`config.mk`:
```
export PLATFORM = sky130hd
export DESIGN_NAME = fifo_rd_ctrl
export DESIGN_NICKNAME = d
export VERILOG_FILES = /design/src/rtl/fifo_rd_ctrl.sv
export SDC_FILE = /design/constraint.sdc
export NUM_CORES = 1
export LEC_CHECK = 0
export CORE_UTILIZATION = 46
export DETAILED_ROUTE_END_ITERATION = 10
export PLACE_DENSITY = 0.75
export SYNTH_ARGS = -nofsm -noshare
export SYNTH_HDL_FRONTEND = slang
export SYNTH_SLANG_ARGS = --single-unit
```
`constraint.sdc`:
```
create_clock -name clk -period 2.91 [get_ports clk]
set_clock_uncertainty 0.1 [all_clocks]
set_input_delay 0.4365 -clock clk [delete_from_list [all_inputs] [get_ports clk]]
set_output_delay 0.4365 -clock clk [all_outputs]
set_load 0.03 [all_outputs]
```
`src/rtl/fifo_rd_ctrl.sv`:
```
// Read-side controller that prefetches FIFO words into a 2-entry skid buffer for a valid/ready sink.
// Define FIFO_RD_COUNT_EN to build the rd_count delivery counter; otherwise rd_count is tied to 0.
module fifo_rd_ctrl #(
    parameter int FIFO_WIDTH = 16,
    parameter int CNT_WIDTH  = 16
) (
    input  logic                  clk,
    input  logic                  rst_n,
    input  logic                  en,
    input  logic                  fifo_empty,
    input  logic [FIFO_WIDTH-1:0] fifo_data_out,
    input  logic                  fifo_underflow,
    output logic                  fifo_rd_en,
    output logic                  m_valid,
    input  logic                  m_ready,
    output logic [FIFO_WIDTH-1:0] m_data,
    output logic [CNT_WIDTH-1:0]  rd_count,
    output logic                  underflow_err,
    output logic                  busy
);

    typedef enum logic [1:0] {
        IDLE  = 2'd0,
        RUN   = 2'd1,
        DRAIN = 2'd2
    } state_t;

    state_t                state_q, state_d;
    logic [1:0]            occ_q, occ_d;
    logic                  inflight_q;
    logic [FIFO_WIDTH-1:0] head_q, head_d;
    logic [FIFO_WIDTH-1:0] tail_q, tail_d;
    logic                  err_q, err_d;
    logic [1:0]            pending;
    logic                  pop;
    logic                  push;

    // Words owed to the buffer: stored ones plus the read still in flight.
    assign pending       = occ_q + {1'b0, inflight_q};
    assign m_valid       = rst_n && (occ_q != 2'd0);
    assign pop           = m_valid && m_ready;
    assign push          = inflight_q && !fifo_underflow;
    assign fifo_rd_en    = rst_n && (state_q == RUN) && !fifo_empty &&
                           ((pending < 2'd2) || ((pending == 2'd2) && pop));
    assign m_data        = head_q;
    assign busy          = rst_n && (state_q != IDLE);
    assign underflow_err = err_q;

    always_comb begin
        head_d  = head_q;
        tail_d  = tail_q;
        occ_d   = occ_q;
        state_d = state_q;
        err_d   = err_q | (inflight_q & fifo_underflow);

        // Pop shifts the tail forward first, so a push lands in the slot left free.
        if (pop) begin
            head_d = tail_q;
            occ_d  = occ_q - 2'd1;
        end
        if (push) begin
            if (occ_d == 2'd0) begin
                head_d = fifo_data_out;
            end else begin
                tail_d = fifo_data_out;
            end
            occ_d = occ_d + 2'd1;
        end

        case (state_q)
            IDLE:    if (en) state_d = RUN;
            RUN:     if (!en) state_d = DRAIN;
            DRAIN: begin
                if (en) begin
                    state_d = RUN;
                end else if ((occ_q == 2'd0) && !inflight_q) begin
                    state_d = IDLE;
                end
            end
            default: state_d = IDLE;
        endcase
    end

    always_ff @(posedge clk) begin
        if (!rst_n) begin
            state_q    <= IDLE;
            occ_q      <= 2'd0;
            inflight_q <= 1'b0;
            head_q     <= '0;
            tail_q     <= '0;
            err_q      <= 1'b0;
        end else begin
            state_q    <= state_d;
            occ_q      <= occ_d;
            inflight_q <= fifo_rd_en;
            head_q     <= head_d;
            tail_q     <= tail_d;
            err_q      <= err_d;
        end
    end

`ifdef FIFO_RD_COUNT_EN
    logic [CNT_WIDTH-1:0] count_q;

    always_ff @(posedge clk) begin
        if (!rst_n) begin
            count_q <= '0;
        end else if (pop) begin
            count_q <= count_q + {{(CNT_WIDTH-1){1'b0}}, 1'b1};
        end
    end

    assign rd_count = count_q;
`else
    assign rd_count = '0;
`endif

endmodule

```
# Word level (Yosys, flattened, before mapping)
# Index checks and enable logic that the tools add are counted.
[word_totals]
elab_cells = 49
out_inout_bits = 36
register_bits = 38
[op_classes]
n_eq_ne = 6
order_cmp = 1
bitwise_logic = 3
mux = 10
add_sub_neg = 3
reduce_logical = 20
[op_table]
columns = ["op", "count"]
rows = [
  ["2-to-1 mux 16 bit", 3],
  ["2-to-1 mux 2 bit", 6],
  ["logical AND 1 bit", 9],
  ["logical NOT 2 bit", 3],
  ["one-hot mux 2 bit (3 select lines)", 1],
  ["== test 2 bit (second input constant)", 2],
  ["inequality test 2 bit (second input constant)", 2],
  ["nonzero test 2 bit", 2],
  ["logical NOT 1 bit", 3],
  ["inequality test 3 bit (second input constant)", 1],
  ["AND reduction 3 bit", 1],
  ["adder 2 x 1 -> 2 bit", 1],
  ["adder 2 x 1 -> 2 bit (second input constant)", 1],
  ["== test 2 x 1 -> 1 bit (second input constant)", 1],
  ["< comparator 2 bit (second input constant)", 1],
  ["AND reduction 2 bit", 1],
  ["subtractor 2 x 1 -> 2 bit (second input constant)", 1],
  ["bitwise AND 1 bit", 1],
  ["logical OR 1 bit", 1],
  ["NOT 1 bit", 1],
  ["OR 1 bit", 1],
]

# Longest topological paths before layout
# Gate-level depths: netlist of the first run.
[logic_depth]
ltp_word = 7
ltp_mapped = 12
depth_no_buf = 8

# Worst setup path after synthesis of the first run
# No wires, ideal clock.
[synth_path]
path_type = "flip-flop to flip-flop"
start = "reg occ_q[0]"
end = "reg tail_q[12]"
path_slack_ns = 0.536
path_stages_with_launch = 13
arrival_ns = 2.156
path_buffers = 4
setup_ns = 0.118
required_time_ns = 2.692
path_cell_list = "dfxtp_1 inv_1 ha_1 and3b_1 buf_4 buf_6 o21ai_0 ha_1 or3b_1 buf_6 buf_12 nand2_2 a21boi_2"
[synth_via]
elab_chain_cells = 7
[synth_rtl]
columns = ["item", "line_no", "text"]
rows = [
  ["start: declaration", "29", "logic [1:0] occ_q, occ_d;"],
  ["start signal: assignment", "87", "occ_q <= 2'd0;"],
  ["start signal: assignment", "94", "occ_q <= occ_d;"],
  ["branches (longest 3 deep; another with subtractor 2 x 1 -> 2 bit)", "n/a", ""],
  ["2-to-1 mux 2 bit *", "57", "if (pop) begin"],
  ["logical NOT 2 bit *", "62", "if (occ_d == 2'd0) begin"],
  ["NOT 1 bit (no source line) *", "n/a", ""],
  ["AND reduction 2 bit (no source line) *", "n/a", ""],
  ["end signal: assignment", "97", "tail_q <= tail_d;"],
  ["end: declaration", "32", "logic [FIFO_WIDTH-1:0] tail_q, tail_d;"],
]
# Mark *: on every way between the ends.
# A chain may end at the register's enable or synchronous reset.

# Worst setup path in the final report of the first run
[layout_path]
start = "in rst_n"
end = "out fifo_rd_en"
[layout_via]
elab_chain_cells = 5
[layout_rtl]
columns = ["item", "line_no", "text"]
rows = [
  ["start: declaration", "8", "input logic rst_n,"],
  ["logical AND 1 bit", "40", "assign m_valid = rst_n && (occ_q != 2'd0);"],
  ["logical AND 1 bit", "41", "assign pop = m_valid && m_ready;"],
  ["logical AND 1 bit", "44", "((pending < 2'd2) || ((pending == 2'd2) && pop));"],
  ["logical OR 1 bit", "44", ""],
  ["logical AND 1 bit *", "43", "assign fifo_rd_en = rst_n && (state_q == RUN) && !fifo_empty &&"],
  ["end: declaration", "13", "output logic fifo_rd_en,"],
]
# Mark *: on every way between the ends. The rest lies on a longest branch, timed or not.

==> flow_metrics.py, run 1 <==
metrics = {
    "status": {
        "outcome": "completed",
    },
    "floorplanning": {
        "dieArea_um2": 4330,
        "initial_core_util": 0.496,
        "pin_count": 58,
        "num_rows": 22,
        "die_h_um": 65.8,
        "design.core.area_um2": 3770,
        "fp.dieW_um": 65.8,
    },
    "yosys": {
        "synth-seq-cells": 38,
        "synth_area_leaders": "dfxtp_1, nand2_1, buf_4",
        "syn_area_per_cell_um2": 8.70,
        "synth_cell_types": 33,
        "ys_seq_area_frac": 0.407,
        "syn-instance-count": 215,
        "ys_warn_count": 0,
        "yosysTopAreaCell": "dfxtp_1",
        "synth_area_um2": 1870,
        "yosys.area.top_type_share": 0.407,
    },
    "sta": {
        "finalHoldViolCount": 0,
        "max_freq_ghz": 0.404,
        "rsz0062_at_grt": "no",
        "post-route-period-util": 0.851,
        "tns_ns": 0,
        "drv_slew": 0,
        "fin_crit_ns": 2.48,
        "setup_violations": 0,
    },
    "pwr": {
        "ir_drop_v": 0.000329,
        "power.share.clock": 0.386,
        "p_switching_mw": 0.261,
        "p_total_mw": 1.11,
        "combPwrFrac": 0.131,
        "switching_share": 0.235,
        "p_int_mw": 0.848,
        "leakage_nw": 0.856,
        "p_per_area_nw_per_um2": 471,
        "seqPwrFrac": 0.482,
    },
    "placed_design": {
        "place_congestion": 0.724,
        "port_buffers": 41,
        "placed_area_um2": 2250,
        "dp_hpwl_um": 2510,
    },
    "min_path": {
        "hold_path.class": "reg -> reg",
    },
    "global_routing": {
        "track_usage": 0.172,
        "grt_max_degree": 44,
        "grt_pass1_vias": 1280,
        "grt_pass1_wl_um": 5690,
        "grt_overflow": 0,
        "antenna_found_initial": 0,
    },
    "clocking": {
        "cts_resized": 0,
        "cts_made_buffers": 5,
        "cts_root_buffer": "clkbuf_8",
        "cts_htree_levels": 2,
        "clock_latency_ns": 0.28,
        "clockBufferDepth": 2,
        "postCtsSetupRepairBufs": 0,
        "clk_pin_slew_worst_paths_ns": 0.07,
        "postCtsHoldBufs": 0,
        "cts_tree": "yes",
        "clock_sinks": 38,
    },
    "worst_setup_path": {
        "cp-end-kind": "output pin",
        "startpoint_type": "input port",
        "critPathKind": "in -> out",
        "crit_arrival_ns": 1.94,
        "cp_max_fo": 43,
        "critPathRequiredTime_ns": 2.37,
    },
    "detailed_routing": {
        "wl_um": 3530,
        "drt_iter0_drc": 120,
        "ant_nets": 0,
        "dr_total_vias": 1496,
        "routedWlPerCell_um": 11.5,
        "route.detailed.drc": 0,
        "viasPerCell": 4.87,
        "firstDrtPassIters": 4,
    },
    "finish": {
        "fin_area_um2": 2350,
        "nFillCells": 347,
        "regArea_um2": 761,
        "final_core_util": 0.624,
        "area_growth_pct": 25.8,
        "multiInputGateArea_um2": 940,
        "drive_gt1_frac": 0.158,
        "n_antenna_cell": 0,
        "nNetsFinal": 283,
    },
    "run": {
        "max_cap_violations": 0,
    },
}
## worst max-delay path, cell delays in order
cell and delay (ns):
clkdlybuf4s50_1 0.49, buf_4 0.35, nand3b_4 0.10, o21ai_0 0.19
and4b_1 0.21, buf_4 0.15
## area by class of cell
type                       instances  area share
clock buffer                       7      0.0324
clock inverter                     1      0.0128
inverter                           2     0.00319
multi-input combinational        160       0.399
sequential                        38       0.323
tap                               48      0.0255
timing repair buffer              51       0.203
## cell families (layout without fill, tap and decap cells)
family / after synthesis / in the layout / share of synthesized area
simple gates: 82 / 82 / 0.223
compound gates: 56 / 56 / 0.205
flops: 38 / 38 / 0.407
fa+ha+maj: 3 / 3 / 0.0201
buf+inv: 32 / 61 / 0.121
other cells: 1 / 16 / 0.00200
xor+xnor: 3 / 3 / 0.0214
## layout by cell type (no fill, tap or decap), types with 2 or more instances in the layout
cell	Yosys	layout
and4b_1	2	2
a21boi_0	6	6
clkdlybuf4s50_1	0	38
o21ai_0	19	19
buf_4	19	13
nor2b_1	5	5
inv_1	2	2
a21oi_1	3	3
a31oi_1	16	16
nand2_2	10	10
clkbuf_8	0	5
dfxtp_1	38	38
a21boi_2	10	10
conb_1	1	16
clkbuf_1	5	2
nand2_1	56	56
ha_1	3	3
## through the flow
step	std cells	hold WS, ns	worst slack (ns)
4_1_cts	307	0.361	0.412
6_report	307	0.359	0.433
3_5_place_dp	299	0.351	0.401
5_1_grt	307	0.374	0.205
2_1_floorplan	230	0.340	0.536
3_3_place_gp	299	0.347	0.411
## worst paths after layout
path                                  end  cells past startpoint  slack [ns]                    from
setup / recovery               fifo_rd_en                      6        0.43                   rst_n
hold / removal     tail_q[6]$_SDFFE_PN0P_                      2        0.36  tail_q[6]$_SDFFE_PN0P_
setup reg to reg  tail_q[15]$_SDFFE_PN0P_                      9        0.59     occ_q[0]$_SDFF_PN0_
hold reg to reg    tail_q[6]$_SDFFE_PN0P_                      2        0.36  tail_q[6]$_SDFFE_PN0P_
## power by group through the flow
stage	clock network, mW	registers, mW	logic [mW]
final	0.428	0.535	0.145
after global routing	0.471	0.536	0.157
after CTS	0.438	0.535	0.146
after detailed placement	0	0.547	0.145
after global placement	0	0.547	0.143
after floorplan	0	0.557	0.0962
## flip-flops by register name, summed over array words and instances (netlist names)
register       count
m_data            16
tail_q            16
occ_q              2
state_q            2
inflight_q         1
underflow_err      1
## cell usage after synthesis
library cell	instances
a21oi_1	3
nand2b_1	1
o21ai_0	19
clkbuf_2	1
or3b_1	1
buf_4	19
a31oi_1	16
nand2_2	10
ha_1	3
nand3b_1	1
clkbuf_1	5
or2b_1	1
dfxtp_1	38
and3b_1	1
xnor2_1	1
xor2_1	1
nand3b_4	1
conb_1	1
o2111ai_1	1
a21boi_0	6
nand4b_1	1
xnor3_1	1
and4b_1	2
o21a_1	1
buf_6	2
buf_12	1
nand2_1	56
buf_2	2
nor3b_1	1
nor2b_1	5
nor3b_4	1
a21boi_2	10
inv_1	2
## metal layers
layer / global-route usage / vias to the layer above / share of wire
met5: 0 / - / 0
met4: 0.0408 / 0 / 0.0028
met3: 0.0517 / 2 / 0.045
met2: 0.292 / 41 / 0.48
met1: 0.211 / 675 / 0.47
li1: - / 778 / -
Power figures use the tool's default switching activity.
==> run 2: changes to the inputs <==
ABC_CLOCK_PERIOD_IN_PS = 2910   (was not set)
CELL_PAD_IN_SITES_DETAIL_PLACEMENT = 0   (was not set)
CELL_PAD_IN_SITES_GLOBAL_PLACEMENT = 2   (was not set)
CORE_UTILIZATION = 35   (was 46)
DONT_BUFFER_PORTS = 1   (was not set)
PLACE_DENSITY = 0.72   (was 0.75)
==> flow_metrics.py, run 2 (synthesis results as in run 1) <==
metrics = {
    "clocking": {
        "clk_pin_slew_worst_paths_ns": 0.07,
        "cts_htree_levels": 2,
        "clock_latency_ns": 0.28,
        "cts_root_buffer": "clkbuf_8",
        "postCtsHoldBufs": 0,
        "cts_tree": "yes",
        "clock_sinks": 38,
        "cts_made_buffers": 5,
        "clockBufferDepth": 2,
    },
    "finish": {
        "nNetsFinal": 236,
        "final_core_util": 0.373,
        "mostFrequentLayoutCell": "nand2_1",
        "most-common-layout-cells": "nand2_1, dfxtp_1, o21ai_0, a31oi_1, conb_1",
        "n_antenna_cell": 0,
        "regArea_um2": 761,
        "drive_gt1_frac": 0.160,
        "nFillCells": 561,
        "final_cells": 282,
        "multiInputGateArea_um2": 940,
        "fin_area_um2": 1920,
        "area_growth_pct": 2.48,
    },
    "worst_setup_path": {
        "crit_start": "occ_q[0]$_SDFF_PN0_",
        "r2r-start": "occ_q[0]$_SDFF_PN0_",
        "endpoint": "tail_q[2]$_SDFFE_PN0P_",
        "startpoint_type": "flop",
        "critPathRequiredTime_ns": 2.98,
        "cp_max_fo": 16,
        "reg2reg_to": "tail_q[2]$_SDFFE_PN0P_",
        "r2r_setup_slack_ns": 0.29,
        "cp-end-kind": "flop",
        "critPathKind": "reg -> reg",
        "rr_worst_depth": 8,
        "crit_arrival_ns": 2.70,
    },
    "floorplanning": {
        "pin_count": 58,
        "dieArea_um2": 5640,
        "num_rows": 26,
        "die_h_um": 75.1,
        "initial_core_util": 0.364,
        "design.core.area_um2": 5140,
        "fp.dieW_um": 75.1,
    },
    "pwr": {
        "leakage_nw": 0.668,
        "p_per_area_nw_per_um2": 519,
        "ir_drop_v": 0.000194,
    },
    "run": {
        "max_cap_violations": 0,
    },
    "sta": {
        "post-route-period-util": 0.902,
        "setup_violations": 0,
        "worstMarginPinSlew_ns": 0.593,
        "drv_slew": 0,
        "fin_crit_ns": 2.62,
        "tns_ns": 0,
        "finalHoldViolCount": 0,
        "maxSlewHeadroom": 0.604,
        "whs_ns": 0.120,
        "max_freq_ghz": 0.381,
        "rsz0062_at_grt": "no",
    },
    "min_path": {
        "hold_path.class": "in -> reg",
    },
    "placed_design": {
        "place_congestion": 0.642,
        "placed_area_um2": 1830,
        "port_buffers": 0,
        "place_inst": 274,
        "dp_hpwl_um": 2650,
    },
    "global_routing": {
        "grt_overflow": 0,
        "grt_max_degree": 46,
        "grt_pass1_wl_um": 5970,
        "grt_pass1_vias": 1320,
        "track_usage": 0.143,
        "antenna_found_initial": 0,
    },
    "detailed_routing": {
        "ant_nets": 0,
        "dr_total_vias": 1333,
        "firstDrtPassIters": 4,
        "routedWlPerCell_um": 13.3,
        "drt_iter0_drc": 75,
        "wl_um": 3750,
        "route.detailed.drc": 0,
        "viasPerCell": 4.73,
    },
    "status": {
        "outcome": "completed",
    },
}
[run 2: changes by cell type in the layout (fill, tap and decap cells not counted), sizes merged]
cell / change
clkdlybuf4s50: -38
buf: -9
bufinv: -1
clkinv: +1
[run 2: layout make-up]
cell class,instances,area share
multi-input cells,160,0.490
flip-flops and latches,38,0.397
well taps,70,0.0457
clock buffers,7,0.0450
repair buffers,4,0.0157
inverters,2,0.00392
clock inverters,1,0.00261
[run 2: worst min path at each step]
stage,start,to,cells past startpoint
after CTS,en,state_q[1]$_SDFFE_PN0P_,1
after floorplan,state_q[0]$_SDFFE_PN0P_,state_q[0]$_SDFFE_PN0P_,1
after detailed placement,tail_q[6]$_SDFFE_PN0P_,tail_q[6]$_SDFFE_PN0P_,2
final,en,state_q[1]$_SDFFE_PN0P_,1
after global routing,en,state_q[1]$_SDFFE_PN0P_,1
after global placement,tail_q[6]$_SDFFE_PN0P_,tail_q[6]$_SDFFE_PN0P_,2
[run 2: worst max-delay path: stages, from the launching register on]
cell and delay [ns]:
dfxtp_1 0.39, inv_1 0.06, ha_1 0.24, and3b_1 0.44, xnor2_1 0.12, ha_1 0.25
or3b_2 0.68, nand2_1 0.14, a21boi_0 0.08
[run 2: stage by stage]
step	worst slack (ns)	power (mW)
2_1_floorplan	0.536	0.653
3_3_place_gp	0.340	0.634
3_5_place_dp	0.194	0.637
4_1_cts	0.194	1.01
5_1_grt	0.0503	1.04
6_report	0.285	0.996
[run 2: timing repair]
item / 4_1_cts / 5_1_grt
hold endpoints to repair: 0 / 0
setup buffers: 0 / 0
gates resized for setup: 0 / 1
endpoints found under the setup margin: 0 / 4
[run 2: where the power goes]
group          total [mW]  switching [mW]  internal [mW]
Combinational      0.0787          0.0532         0.0255
Clock               0.371           0.180          0.191
Sequential          0.546          0.0173          0.529
Total               0.996           0.250          0.745
[run 2: metal layers]
metal  share of wire  global-route usage  wire (µm)
met2            0.48               0.234       1790
met3           0.058              0.0535        219
met4           0.020              0.0629         76
met1            0.44               0.167       1660
met5               0                   0          0
